**config.mk**
```make
export PLATFORM = sky130hd
export DESIGN_NAME = bc_stream_sched
export DESIGN_NICKNAME = d
export VERILOG_FILES = /design/src/rtl/bc_sched_pkg.sv /design/src/rtl/bc_byte_buf.sv /design/src/rtl/bc_stream_sched.sv
export SDC_FILE = /design/constraint.sdc
export NUM_CORES = 1
export LEC_CHECK = 0
export BUFFER_PORTS_ARGS = -buffer_cell sky130_fd_sc_hd__buf_2
export CAP_MARGIN = 20
export CORE_MARGIN = 2
export CORE_UTILIZATION = 55
export CTS_CLUSTER_DIAMETER = 80
export CTS_CLUSTER_SIZE = 16
export DETAILED_ROUTE_END_ITERATION = 8
export PLACE_DENSITY = 0.76
export SLEW_MARGIN = 0
export SYNTH_ARGS = -nofsm -noshare
export SYNTH_HDL_FRONTEND = slang
export SYNTH_HIERARCHICAL = 1
export SYNTH_SLANG_ARGS = --single-unit
```
**constraint.sdc**
```tcl
create_clock -name clk -period 6.7 [get_ports clk]
set_input_delay 0.335 -clock clk [delete_from_list [all_inputs] [get_ports clk]]
set_output_delay 0.335 -clock clk [all_outputs]
set_load 0.005 [all_outputs]
```
**src/rtl/bc_sched_pkg.sv**
```systemverilog
`default_nettype none
// +--------------------------------------------------------------------+
// | bc_sched_pkg : shared types for the BlockChecker stream scheduler   |
// | rev 1.0                                                             |
// +--------------------------------------------------------------------+
package bc_sched_pkg;

  typedef enum logic [2:0] {
    ST_IDLE   = 3'd0,
    ST_LOAD   = 3'd1,
    ST_STREAM = 3'd2,
    ST_SETTLE = 3'd3,
    ST_REPORT = 3'd4
  } state_e;

  localparam logic [7:0] ASCII_NUL = 8'h00;

  typedef logic req_id_t;

endpackage
`default_nettype wire

```
**src/rtl/bc_byte_buf.sv**
```systemverilog
`default_nettype none
// +--------------------------------------------------------------------+
// | bc_byte_buf : DEPTH x 8 string buffer, sync write / comb read       |
// | rev 1.0                                                             |
// +--------------------------------------------------------------------+
module bc_byte_buf #(
  parameter int DEPTH = 32,
  parameter int IW    = $clog2(DEPTH)
) (
  input  logic          clk,
  input  logic          we,
  input  logic [IW-1:0] waddr,
  input  logic [7:0]    wdata,
  input  logic [IW-1:0] raddr,
  output logic [7:0]    rdata
);

  logic [7:0] mem_q [DEPTH];

  always_ff @(posedge clk) begin
    if (we) begin
      mem_q[waddr] <= wdata;
    end
  end

  assign rdata = mem_q[raddr];

endmodule
`default_nettype wire

```
**src/rtl/bc_stream_sched.sv**
```systemverilog
`default_nettype none
// +--------------------------------------------------------------------+
// | bc_stream_sched : buffers whole strings from two requesters and     |
// | replays each one gap-free into a freshly reset BlockChecker. rev 1.0|
// +--------------------------------------------------------------------+
module bc_stream_sched
  import bc_sched_pkg::*;
#(
  parameter int DEPTH = 32,
  parameter int AW    = $clog2(DEPTH + 1)
) (
  input  logic       clk,
  input  logic       reset,
  input  logic       req0_valid,
  input  logic [7:0] req0_data,
  input  logic       req0_last,
  output logic       req0_ready,
  input  logic       req1_valid,
  input  logic [7:0] req1_data,
  input  logic       req1_last,
  output logic       req1_ready,
  output logic       bc_reset,
  output logic [7:0] bc_in,
  input  logic       bc_result,
  output logic       out_valid,
  output logic       out_id,
  output logic       out_result,
  output logic       out_err
);

  localparam int IW = $clog2(DEPTH);

  state_e        state_q;
  req_id_t       gnt_q;
  req_id_t       last_gnt_q;
  logic [AW-1:0] wptr_q;
  logic [AW-1:0] rptr_q;
  logic [AW-1:0] len_q;
  logic          err_q;
  logic          out_result_q;
  logic          out_err_q;

  logic          w_sel_valid;
  logic          w_sel_last;
  logic [7:0]    w_sel_data;
  logic          w_hs;
  logic          w_full;
  logic [7:0]    w_rd_data;

  assign w_sel_valid = gnt_q ? req1_valid : req0_valid;
  assign w_sel_last  = gnt_q ? req1_last  : req0_last;
  assign w_sel_data  = gnt_q ? req1_data  : req0_data;
  assign w_hs        = (state_q == ST_LOAD) && w_sel_valid;
  assign w_full      = (wptr_q == AW'(DEPTH));

  bc_byte_buf #(
    .DEPTH (DEPTH),
    .IW    (IW)
  ) u_buf (
    .clk   (clk),
    .we    (w_hs && !w_full),
    .waddr (wptr_q[IW-1:0]),
    .wdata (w_sel_data),
    .raddr (rptr_q[IW-1:0]),
    .rdata (w_rd_data)
  );

  always_ff @(posedge clk) begin
    if (reset) begin
      state_q      <= ST_IDLE;
      gnt_q        <= 1'b0;
      last_gnt_q   <= 1'b1;
      wptr_q       <= '0;
      rptr_q       <= '0;
      len_q        <= '0;
      err_q        <= 1'b0;
      out_result_q <= 1'b0;
      out_err_q    <= 1'b0;
    end else begin
      case (state_q)
        ST_IDLE: begin
          if (req0_valid || req1_valid) begin
            gnt_q   <= (req0_valid && req1_valid) ? ~last_gnt_q : req1_valid;
            state_q <= ST_LOAD;
          end
        end
        ST_LOAD: begin
          if (w_hs) begin
            // Bytes past DEPTH are swallowed so the requester can finish its string.
            if (w_full) begin
              err_q <= 1'b1;
            end else begin
              wptr_q <= wptr_q + AW'(1);
            end
            if (w_sel_last) begin
              if (w_full || err_q) begin
                out_result_q <= 1'b0;
                out_err_q    <= 1'b1;
                state_q      <= ST_REPORT;
              end else begin
                len_q     <= wptr_q + AW'(1);
                out_err_q <= 1'b0;
                state_q   <= ST_STREAM;
              end
            end
          end
        end
        ST_STREAM: begin
          rptr_q <= rptr_q + AW'(1);
          if (rptr_q + AW'(1) == len_q) begin
            state_q <= ST_SETTLE;
          end
        end
        ST_SETTLE: begin
          out_result_q <= bc_result;
          out_err_q    <= 1'b0;
          state_q      <= ST_REPORT;
        end
        ST_REPORT: begin
          wptr_q     <= '0;
          rptr_q     <= '0;
          err_q      <= 1'b0;
          last_gnt_q <= gnt_q;
          state_q    <= ST_IDLE;
        end
        default: state_q <= ST_IDLE;
      endcase
    end
  end

  assign req0_ready = (state_q == ST_LOAD) && (gnt_q == 1'b0);
  assign req1_ready = (state_q == ST_LOAD) && (gnt_q == 1'b1);
  assign bc_reset   = !((state_q == ST_STREAM) || (state_q == ST_SETTLE));
  assign bc_in      = (state_q == ST_STREAM) ? w_rd_data : ASCII_NUL;
  assign out_valid  = (state_q == ST_REPORT);
  assign out_id     = gnt_q;
  assign out_result = out_result_q;
  assign out_err    = out_err_q;

endmodule
`default_nettype wire

```
* After elaboration in Yosys (flattened, before gate mapping) *
Memories as Yosys holds them, arrays and structs flattened. A register that Yosys moved wholly into a read port is not among the register bits.
Cells that the tools add are included.

word-level totals
  register bits after elaboration = 26
  memory bits (writable) = 256
  output and inout bits = 15
  input port bits = 23
  memories = 1

memories
  name         words  width  read ports  clocked after memory_dff  write ports  line               source
  u_buf.mem_q  32     8      1           1                         1            bc_byte_buf.sv:18  logic [7:0] mem_q [DEPTH];

operators by class
  $add $sub $neg = 2
  equal/unequal tests = 13
  bitwise gates (word level) = 3
  mux-type cells = 30
  reductions and logical operators = 21

operator list
  cell                 count
  $pmux 6 s2           2
  $mux 8               2
  $mux 3               5
  $mux 1               13
  $add 6x1->6 const B  2
  $mux 6               2
  $ne 2x2->1 const B   6
  $pmux 3 s4           1
  $reduce_and 4->1     3
  $mux 5               2
  $reduce_and 3->1     3
  $eq 3x2->1 const B   2
  $eq 6x6->1           1
  $eq 6x6->1 const B   1
  $pmux 1 s2           3
  $reduce_bool 2->1    3
  $logic_and 1x1->1    5
  $eq 3x1->1 const B   1
  $eq 3x3->1 const B   1
  $logic_not 3->1      1
  $logic_or 1x1->1     3
  $not 1->1            3
  $logic_not 1->1      2
  $ne 2x1->1 const B   1
  $reduce_and 2->1     1

* Logic depth before layout (Yosys ltp) *
Gate-level depths: netlist of run 1.

  word-level depth = 6
  depth in mapped cells = 8

* Hierarchy *
Netlist of run 1, hierarchy kept.

by module, submodules not included
  module           instances  cells each  seq. area each (um2)  area an instance (um2)
  bc_byte_buf      1          409         7,687.4               9,893.2
  bc_stream_sched  1          197         520.5                 1,616.6

* Worst setup path after synthesis of run 1 *
OpenSTA, ideal clock, no wires.

  path kind = register to output
  start point = register, netlist name rptr_q[2]
  end point = output port bc_in[0]
  data required time = 6,365 ps
  cell stages (with the launch flop) = 7
  data arrival time = 2,210 ps
  slack = 4,155 ps
  cell sequence = dfxtp_1 > clkbuf_1 > clkbuf_1 > mux4_2 > mux4_2 > mux2_2 > and2_1

RTL lines
  element        line                   source
  end, declared  bc_stream_sched.sv:23  output logic [7:0] bc_in,

==> impl_metrics.json, run 1 <==
{
  "ys_types": 44,
  "cts_inserted_buffers": 21,
  "globalRouteTotalUtil": 0.2234,
  "peakVddDrop_uv": 178.6,
  "maxSlewViolCount": 0,
  "synth_most_common_cell": "edfxtp_1",
  "root_buffer": "clkbuf_16",
  "clock_sinks": 282,
  "required_ps": 6360,
  "slew-limit-headroom": 0.3097,
  "finalSetupViolCount": 0,
  "rsz0062_at_grt": "false",
  "portBuffers": 37,
  "crit_arrival_ps": 3680,
  "die_w_um": 148.7,
  "seq_area_frac_synth": 0.7131,
  "wirelength_um": 23820,
  "route.antenna.remaining_nets": 0,
  "placementRows": 52,
  "hpwl_um": 15050,
  "fin_crit_ps": 4016,
  "cp_slowest_cell": "dfxtp_4",
  "cts_setup_buffers": 0,
  "fin_cells": 923,
  "gp_congestion": 0.8366,
  "p_per_area_mw_per_mm2": 276.7,
  "cp_max_fo": 37,
  "yosys.area.top_type": "edfxtp_1",
  "fin_tns_setup_ps": 0,
  "fin_hold_ws_ps": 116.6,
  "worst_skew_pair.late_latency_ps": 510,
  "pin_count": 38,
  "timing.final.hold_violations": 0,
  "syn_area_mm2": 0.01151,
  "vias": 5862,
  "post_cts_resize_count": 0,
  "die-area_mm2": 0.02210,
  "grt_remaining_overflow": 0,
  "hold_path_class": "input port to flop",
  "cts.htree.levels": 1,
  "grt_max_degree": 40,
  "pre_cts_slack_ps": 3121,
  "worst_slack_ps": 2684,
  "syn_nets": 632,
  "core_area_mm2": 0.02036,
  "status": "finished, final reports clean",
  "ctsHoldBuffers": 0,
  "synthDominantCellAreaShare": 0.6679,
  "synth_common_cells": "256 x edfxtp_1, 80 x mux4_2, 54 x nor2_1",
  "critPathLaunchType": "flop",
  "path_class": "flop to output pin",
  "yosys_register_bits": 282,
  "drive_gt1_frac": 0.2649,
  "fmax_mhz": 249.0,
  "fin_skew_ps": 19.61,
  "syn_to_final_growth_pct": 8.653,
  "via_per_inst": 6.351,
  "cap_violations": 0,
  "grt_pass1_vias": 5951,
  "synthCells": 606,
  "stdcell_area_mm2": 0.01251,
  "n_antenna_cell": 0,
  "drt_pre_antenna_iters": 5,
  "synth-main-ff-cell": "edfxtp_1",
  "min_period_over_period": 0.5994,
  "drc_errors": 0,
  "multi_input_area_mm2": 0.003110,
  "crit_path_end_kind": "output pin",
  "synth_edf_count": 256,
  "dp.cells": 886,
  "dpl_cell_area_mm2": 0.01192,
  "path_clk_slew_ps": 70,
  "antenna_found_initial": 0,
  "fillCellCount": 1417,
  "cts_tree": "done",
  "die_h_um": 148.7,
  "grt_pass1_wl_um": 36510,
  "worst_slew_pin_slew_ps": 1032,
  "seq_area_mm2": 0.008213,
  "yosys_warnings": 6,
  "leakage_nw": 3.807,
  "cp_cell_sequence": "buf_4, mux4_2, mux4_2, mux2_2, and2_1, buf_2",
  "cpPeakStageDelay_ps": 790,
  "ys_async_sr_fraction": 0,
  "yosys-top-cells-area": "edfxtp_1 67%, mux4_2 16%, dfxtp_1 4.5%",
  "cpMostUsedCell": "mux4_2",
  "drt_iter0_drc": 646,
  "clockBufferDepth": 3,
  "routedWlPerCell_um": 25.81,
  "nNetsFinal": 665,
  "syn_area_per_cell_um2": 18.99,
  "start_util": 0.5652
}
-- cell families (layout without fill, tap and decap cells) --
family,count (synthesis),in the layout,share of synthesized area
flip-flops,282,282,0.7131
AND/OR/NAND/NOR,128,128,0.05859
multiplexers,101,101,0.1765
AO/OA/AOI/OAI,46,46,0.02348
buffers and inverters,35,82,0.01663
XOR/XNOR,11,11,0.008370
adder cells (fa/ha/maj),3,3,0.003262
-- report_power, final --
group          total (mW)  internal [mW]  switching, mW  leakage, nW
Sequential           2.00           1.96         0.0383         2.51
Clock                1.14          0.591          0.553        0.281
Combinational       0.314          0.144          0.170         1.01
-- sequential cells by signal, summed over array words and instances, names as in the netlist --
| signal | cells |
|---|---|
| u_buf/mem_q | 256 |
| len_q | 6 |
| rptr_q | 6 |
| wptr_q | 6 |
| state_q | 3 |
| err_q | 1 |
| last_gnt_q | 1 |
| out_err | 1 |
| out_id | 1 |
| out_result | 1 |
-- through the flow --
| step | util | power, mW |
|---|---|---|
| global placement | 0.5837 | 2.340 |
| CTS | 0.6141 | 3.475 |
| detailed placement | 0.5851 | 2.355 |
| global route | 0.6141 | 3.572 |
| finish | 0.6141 | 3.460 |
| floorplan | - | 2.266 |
-- cell type report --
cell class / count / area share
sequential: 282 / 0.6567
multi-input combinational: 289 / 0.2487
clock buffer: 36 / 0.04652
tap: 270 / 0.02701
timing repair buffer: 42 / 0.01941
inverter: 3 / 0.0009005
clock inverter: 1 / 0.0007004
-- worst paths after layout --
kind	start	end	slack [ps]	cells after the start
setup / recovery	rptr_q[0]	bc_in[5]	2680	6
hold / removal	bc_result	out_result	120	3
setup reg to reg	out_id	u_buf/mem_q[12][2]	3180	5
hold reg to reg	len_q[1]	len_q[1]	490	2
-- routing by layer --
metal	part of all wire	wire, um	GRT usage
met5	0	0	0
met3	0.082	1959	0.03896
met4	0.024	572	0.05571
met2	0.49	11560	0.3574
met1	0.41	9730	0.3272
-- worst max-delay path: cells and delay by family, from the launching register on --
family | cells | cell delay, ps
buf+inv | 2 | 770
mux | 3 | 1440
simple gates | 1 | 130
flops | 1 | 790
-- cells in the final DEF (no fill, tap or decap), types with 2 or more instances in the layout --
master,netlist,routed
buf_2,3,37
ha_1,3,3
nand2_1,10,10
nor2_1,54,54
clkbuf_16,0,21
or3_1,2,2
o21ai_0,14,14
inv_1,3,3
nand3_1,10,10
nand2b_1,4,4
a21oi_1,21,21
xnor2_1,6,6
nor3b_1,4,4
clkbuf_1,12,15
a22oi_1,2,2
nand3b_1,10,10
and2_1,9,9
or3b_2,3,3
mux2i_1,5,5
edfxtp_1,256,256
and3_1,3,3
nor2b_1,3,3
mux4_2,80,80
nor3_1,9,9
xor2_1,5,5
dfxtp_1,26,24
buf_4,7,4
mux2_2,16,16
a21o_1,2,2
No activity file was read; power rests on OpenSTA's default activity.
==> run 2, diff against run 1 <==
--- a/config.mk
+++ b/config.mk
@@ -5,6 +5,7 @@
 export SDC_FILE = /design/constraint.sdc
 export NUM_CORES = 1
 export LEC_CHECK = 0
+export ABC_AREA = 1
 export BUFFER_PORTS_ARGS = -buffer_cell sky130_fd_sc_hd__buf_2
 export CAP_MARGIN = 20
 export CORE_MARGIN = 2
@@ -12,7 +13,7 @@
 export CTS_CLUSTER_DIAMETER = 80
 export CTS_CLUSTER_SIZE = 16
 export DETAILED_ROUTE_END_ITERATION = 8
-export PLACE_DENSITY = 0.76
+export PLACE_DENSITY = 0.79
 export SLEW_MARGIN = 0
 export SYNTH_ARGS = -nofsm -noshare
 export SYNTH_HDL_FRONTEND = slang
==> constraint.sdc (replaced) <==
create_clock -name clk -period 3.4 [get_ports clk]
set_input_delay 0.17 -clock clk [delete_from_list [all_inputs] [get_ports clk]]
set_output_delay 0.17 -clock clk [all_outputs]
set_load 0.005 [all_outputs]
==> run 2 against run 1 <==
  * Routed wire length grew 21%
  * Combinational power grew to 5.9 times the previous value
  * Core utilization shrank 0.80 points
  * Critical path type unchanged
  * Die area grew 5.9%
  * Power grew 140%
  * Largest power group unchanged
  * Via count grew 49%
==> impl_metrics.json, run 2 <==
{
  "status": "finished, final reports clean",
  "slew-limit-headroom": 0.2585,
  "power_frac_clock": 0.278,
  "grt_remaining_overflow": 0,
  "syn_area_per_cell_um2": 10.48,
  "clock_sinks": 282,
  "globalRouteTotalUtil": 0.2429,
  "rsz0062_at_grt": "false",
  "crit_path_end_kind": "output pin",
  "crit_arrival_ps": 2810,
  "cpPeakStageDelay_ps": 600,
  "cap_violations": 0,
  "synth-main-ff-cell": "edfxtp_1",
  "vias": 8719,
  "path_class": "flop to output pin",
  "worst_slew_pin_slew_ps": 1110,
  "root_buffer": "clkbuf_16",
  "worst_skew_pair.late_latency_ps": 510,
  "n_antenna_cell": 0,
  "clockBufferDepth": 3,
  "switchingPower_mw": 2.551,
  "cts_inserted_buffers": 21,
  "synth_most_common_cell": "nand2_1",
  "whs_path_depth": 4,
  "drive_gt1_frac": 0.1071,
  "fmax_mhz": 335.4,
  "p_seq_frac": 0.499,
  "seq_area_frac_synth": 0.6722,
  "final_common_cell": "nand2_1",
  "fin_tns_setup_ps": 0,
  "r2r_cells": 8,
  "synthCells": 1165,
  "combPwrFrac": 0.224,
  "synthDominantCellAreaShare": 0.6296,
  "syn_area_mm2": 0.01221,
  "maxSlewViolCount": 0,
  "largest_reg_flops": 256,
  "syn_to_final_growth_pct": 8.331,
  "fin_skew_ps": 20.56,
  "peakVddDrop_uv": 451.6,
  "grt_max_degree": 110,
  "synth_edf_count": 256,
  "hp-start": "req1_valid",
  "dpl_cell_area_mm2": 0.01261,
  "synth_common_cells": "434 x nand2_1, 256 x edfxtp_1, 222 x nand3_1",
  "cellInternalPower_mw": 5.666,
  "yosys_warnings": 6,
  "cp_cell_sequence": "clkinv_2, buf_6, nand2_1, nand3_1, nand3_1, nand2_1, nand2_1, nand2_1, nand2_1, nand2_1, inv_1, nor2_1, buf_2",
  "layout_common_cells": "431 x nand2_1, 256 x edfxtp_1, 222 x nand3_1, 55 x nor2_1, 39 x inv_1",
  "r2r_start": "wptr_q[0]",
  "ys_types": 31,
  "required_ps": 3230,
  "fin_crit_ps": 2982,
  "yosys.area.top_type": "edfxtp_1",
  "core_area_mm2": 0.02182,
  "netSwitchingFraction": 0.3104,
  "die_h_um": 153,
  "pin_count": 38,
  "hold_path_class": "input port to flop",
  "cp_max_fo": 109,
  "placementRows": 54,
  "wirelength_um": 28830,
  "cts.htree.levels": 1,
  "yosys_register_bits": 282,
  "nNetsFinal": 1235,
  "critPathLaunchType": "flop",
  "gp_congestion": 0.9003,
  "yosys-top-cells-area": "edfxtp_1 63%, nand2_1 13%, nand3_1 9.1%",
  "start_util": 0.5595,
  "timing.final.hold_violations": 0,
  "via_per_inst": 5.801,
  "grt_pass1_vias": 8092,
  "largest_register": "u_buf/mem_q",
  "hpwl_um": 17810,
  "syn_nets": 1191,
  "r2r_slack_ps": 900,
  "routedWlPerCell_um": 19.18,
  "die_w_um": 153,
  "die-area_mm2": 0.02341,
  "drt_iter0_drc": 996,
  "drt_pre_antenna_iters": 5,
  "worstHoldEndpoint": "out_id",
  "cp_slowest_cell": "buf_6",
  "leakage_nw": 4.948,
  "path_clk_slew_ps": 70,
  "p_per_area_mw_per_mm2": 621.2,
  "stdcell_area_mm2": 0.01323,
  "route.antenna.remaining_nets": 0,
  "drc_errors": 0,
  "final_util": 0.6061,
  "cts_tree": "done",
  "cpMostUsedCell": "nand2_1",
  "portBuffers": 37,
  "grt_pass1_wl_um": 44510,
  "finalSetupViolCount": 0,
  "ys_async_sr_fraction": 0,
  "min_period_over_period": 0.8769,
  "antenna_found_initial": 0,
  "reg2reg_to": "u_buf/mem_q[28][4]"
}
==> run 2: cell count changes after synthesis, sizes merged, moves of 5 or more <==
| cell | previous run | this run |
|---|---|---|
| and2 | 9 | 0 |
| inv | 3 | 49 |
| buf | 20 | 47 |
| mux4 | 80 | 0 |
| nor3 | 10 | 3 |
| mux2i | 5 | 0 |
| xnor2 | 6 | 1 |
| nand3b | 10 | 1 |
| nor2 | 55 | 63 |
| nor3b | 5 | 0 |
| nand3 | 10 | 223 |
| mux2 | 16 | 0 |
| nand2 | 11 | 439 |
==> run 2: per-stage QoR <==
| step | cells | setup slack, ps | power [mW] | hold WS [ps] |
|---|---|---|---|---|
| global placement | 1464 | 868.5 | 5.939 | 429.8 |
| CTS | 1503 | 237.6 | 8.217 | 4.035 |
| detailed placement | 1464 | 788.4 | 5.980 | 433.8 |
| global route | 1503 | 212.7 | 8.577 | 50.00 |
| floorplan | 1165 | 1390 | 5.506 | 317.2 |
| finish | 1503 | 418.5 | 8.218 | 8.711 |
==> run 2: how the worst max path moves through the flow <==
stage          startpoint                  to  slack, ps  cells after the start
2_1_floorplan   wptr_q[0]  u_buf/mem_q[11][0]       1390                      7
3_3_place_gp    rptr_q[0]            bc_in[2]        870                     13
3_5_place_dp    rptr_q[0]            bc_in[2]        790                     13
4_1_cts         rptr_q[0]            bc_in[6]        240                     13
5_1_grt         rptr_q[0]            bc_in[7]        210                     12
6_report        rptr_q[0]            bc_in[6]        420                     13
==> run 2: metal layers <==
metal  up-vias  global-route usage  part of all wire
met5         -                   0                 0
met4         0             0.06526             0.025
met3        65             0.02977             0.099
met2       492              0.3989              0.47
met1      4120              0.3480              0.40
li1       4042                   -                 -
==> run 2: logic make-up after synthesis <==
family | Yosys count | synth area share
adders and majority gates | 3 | 0.003074
AOI/OAI and AO/OA | 40 | 0.01763
xor gates and xnor gates | 4 | 0.002870
and+or+nand+nor | 730 | 0.2532
buffers and inverters | 106 | 0.05103
DFF | 282 | 0.6722
==> run 2: critical path: cells and delay by family, from the launching register on <==
family	cells	cell delay [ps]
AND/OR/NAND/NOR	9	970
buffers and inverters	4	850
flip-flops	1	450
==> run 2: power by group through the flow <==
stage	combinational (mW)	clock, mW	sequential, mW
3_3_place_gp	1.77	0	4.17
2_1_floorplan	1.37	0	4.14
3_5_place_dp	1.81	0	4.17
5_1_grt	2.04	2.43	4.10
6_report	1.84	2.28	4.10
4_1_cts	1.82	2.31	4.09
==> run 2: what timing repair did <==
item / CTS / global route
hold buffers: 2 / 0
endpoints found under the hold margin: 2 / 0
buffers inserted: 0 / 0
gates resized for setup: 0 / 1
setup endpoints to repair: 0 / 1
==> run 2: layout make-up <==
type / count / area, um2
fillers: 1749 / 8596
repair buffers: 78 / 501.7
inverters: 49 / 185.2
clock inverters: 1 / 8.758
flip-flops and latches: 282 / 8213
clock buffers: 36 / 581.8
multi-input cells: 777 / 3387
well taps: 280 / 350.3
==> run 3, diff against run 2 <==
--- a/config.mk
+++ b/config.mk
@@ -13,6 +13,7 @@
 export CTS_CLUSTER_DIAMETER = 80
 export CTS_CLUSTER_SIZE = 16
 export DETAILED_ROUTE_END_ITERATION = 8
+export GPL_TIMING_DRIVEN = 0
 export PLACE_DENSITY = 0.79
 export SLEW_MARGIN = 0
 export SYNTH_ARGS = -nofsm -noshare
==> run 3 against run 2 <==
  * Power increased by 3.9%
  * Final cell count increased by 1.9%
  * Routed wire length increased by 4.7%
  * Core utilization increased by 1.7 points
==> impl_metrics.json, run 3 (synthesis results as in run 2) <==
{
  "via_per_inst": 5.782,
  "core_area_mm2": 0.02182,
  "cp_cell_sequence": "clkbuf_1, buf_1, nand3_1, nand2_1, nand2_1, nand2_1, nand2_1, nand2_1, inv_1, nor2_1, buf_2",
  "status": "finished, final reports clean",
  "syn_to_final_growth_pct": 11.28,
  "path_class": "flop to output pin",
  "pre_cts_slack_ps": 733.5,
  "gp_congestion": 0.9747,
  "path_clk_slew_ps": 70,
  "clockBufferDepth": 3,
  "hpwl_um": 20670,
  "slew-limit-headroom": 0.3574,
  "die_w_um": 153,
  "fin_tns_setup_ps": 0,
  "crit_arrival_ps": 2700,
  "grt_pass1_wl_um": 46480,
  "grt_util_met3": 0.03714,
  "hold_path_class": "input port to flop",
  "maxSlewViolCount": 0,
  "dp.cells": 1488,
  "p_per_area_mw_per_mm2": 628.5,
  "cts_tree": "done",
  "fin_cells": 1531,
  "grt.busiest_layer": "met2",
  "fin_crit_ps": 2868,
  "root_buffer": "clkbuf_16",
  "final_common_cell": "nand2_1",
  "finalSetupViolCount": 0,
  "crit_path_end_kind": "output pin",
  "largest_reg_flops": 256,
  "timing.final.hold_violations": 0,
  "placementRows": 54,
  "cts.htree.levels": 1,
  "critical_path_buf_inv_count": 4,
  "grt_remaining_overflow": 0,
  "cap_violations": 0,
  "grt_max_degree": 33,
  "cts_setup_buffers": 0,
  "wirelength_um": 30190,
  "worst_slack_ps": 531.9,
  "antenna_found_initial": 0,
  "start_util": 0.5595,
  "n_antenna_cell": 0,
  "worst_slew_pin_slew_ps": 960.3,
  "globalRouteTotalUtil": 0.2571,
  "cts_inserted_buffers": 21,
  "portBuffers": 36,
  "routedWlPerCell_um": 19.72,
  "die_h_um": 153,
  "cp_slowest_cell": "buf_1",
  "die-area_mm2": 0.02341,
  "fillCellCount": 1648,
  "nNetsFinal": 1262,
  "use_met2": 0.4230,
  "grt_pass1_vias": 8585,
  "route.antenna.remaining_nets": 0,
  "final_util": 0.6226,
  "drive_gt1_frac": 0.1119,
  "peakVddDrop_uv": 368.4,
  "cpMostUsedCell": "nand2_1",
  "rsz0062_at_grt": "false",
  "required_ps": 3230,
  "leakage_nw": 5.111,
  "use_met1": 0.3569,
  "min_period_over_period": 0.8436,
  "drc_errors": 0,
  "largest_register": "u_buf/mem_q",
  "cpPeakStageDelay_ps": 490,
  "drt_pre_antenna_iters": 6,
  "worst_skew_pair.late_latency_ps": 520,
  "drt_iter0_drc": 1023,
  "critPathTopFamily": "buffers and inverters",
  "critPathLaunchType": "flop",
  "fmax_mhz": 348.7,
  "cp_max_fo": 10,
  "vias": 8853,
  "pin_count": 38,
  "fin_skew_ps": 19.08,
  "clock_sinks": 282,
  "layout_common_cells": "434 x nand2_1, 256 x edfxtp_1, 222 x nand3_1, 55 x nor2_1, 51 x buf_2"
}
-- run 3: through the flow --
step / area, um2 / hold slack (ps) / power [mW]
final: 13590 / 142.6 / 8.540
after detailed placement: 12920 / 414.0 / 6.254
after CTS: 13560 / 240.6 / 8.503
after floorplan: 12210 / 317.2 / 5.506
after global routing: 13590 / 178.3 / 8.908
after global placement: 12740 / 408.5 / 6.096
-- run 3: timing repair --
item | CTS | global route
hold endpoints to repair | 8 | 0
resized for setup | 0 | 0
hold buffers | 4 | 0
-- run 3: worst paths after layout --
check	from	end	depth (start not counted)	slack (ps)
worst max-delay path	rptr_q[2]	bc_in[4]	11	530
worst min-delay path	req0_data[0]	u_buf/mem_q[12][0]	3	140
worst max register to register	wptr_q[0]	u_buf/mem_q[3][5]	7	620
worst min register to register	len_q[0]	len_q[0]	2	480
-- run 3: area by class of cell --
type | instances | area, um2 | area share
inverter | 49 | 183.9 | 0.01354
timing repair buffer | 48 | 427.9 | 0.03149
multi-input combinational | 777 | 3379 | 0.2487
sequential | 282 | 8208 | 0.6041
clock inverter | 2 | 17.52 | 0.001289
tap | 280 | 350.3 | 0.02578
clock buffer | 36 | 581.8 | 0.04282
buffer | 57 | 439.2 | 0.03232
-- run 3: worst min-delay path, cell delays in order --
cell and delay, ps:
buf_2 80, nand2_1 40, nand2_1 210
-- run 3: metal layers --
metal	up-vias	wire length [um]	part of all wire
met4	0	874	0.029
met3	70	3598	0.12
met5	-	0	0
met2	563	14300	0.47
li1	4105	-	-
met1	4115	11420	0.38
-- run 3: where the power goes --
part,switching (mW),internal (mW)
logic,1.46,0.717
clock network,1.12,1.17
registers,0.0631,4.01
total,2.65,5.89
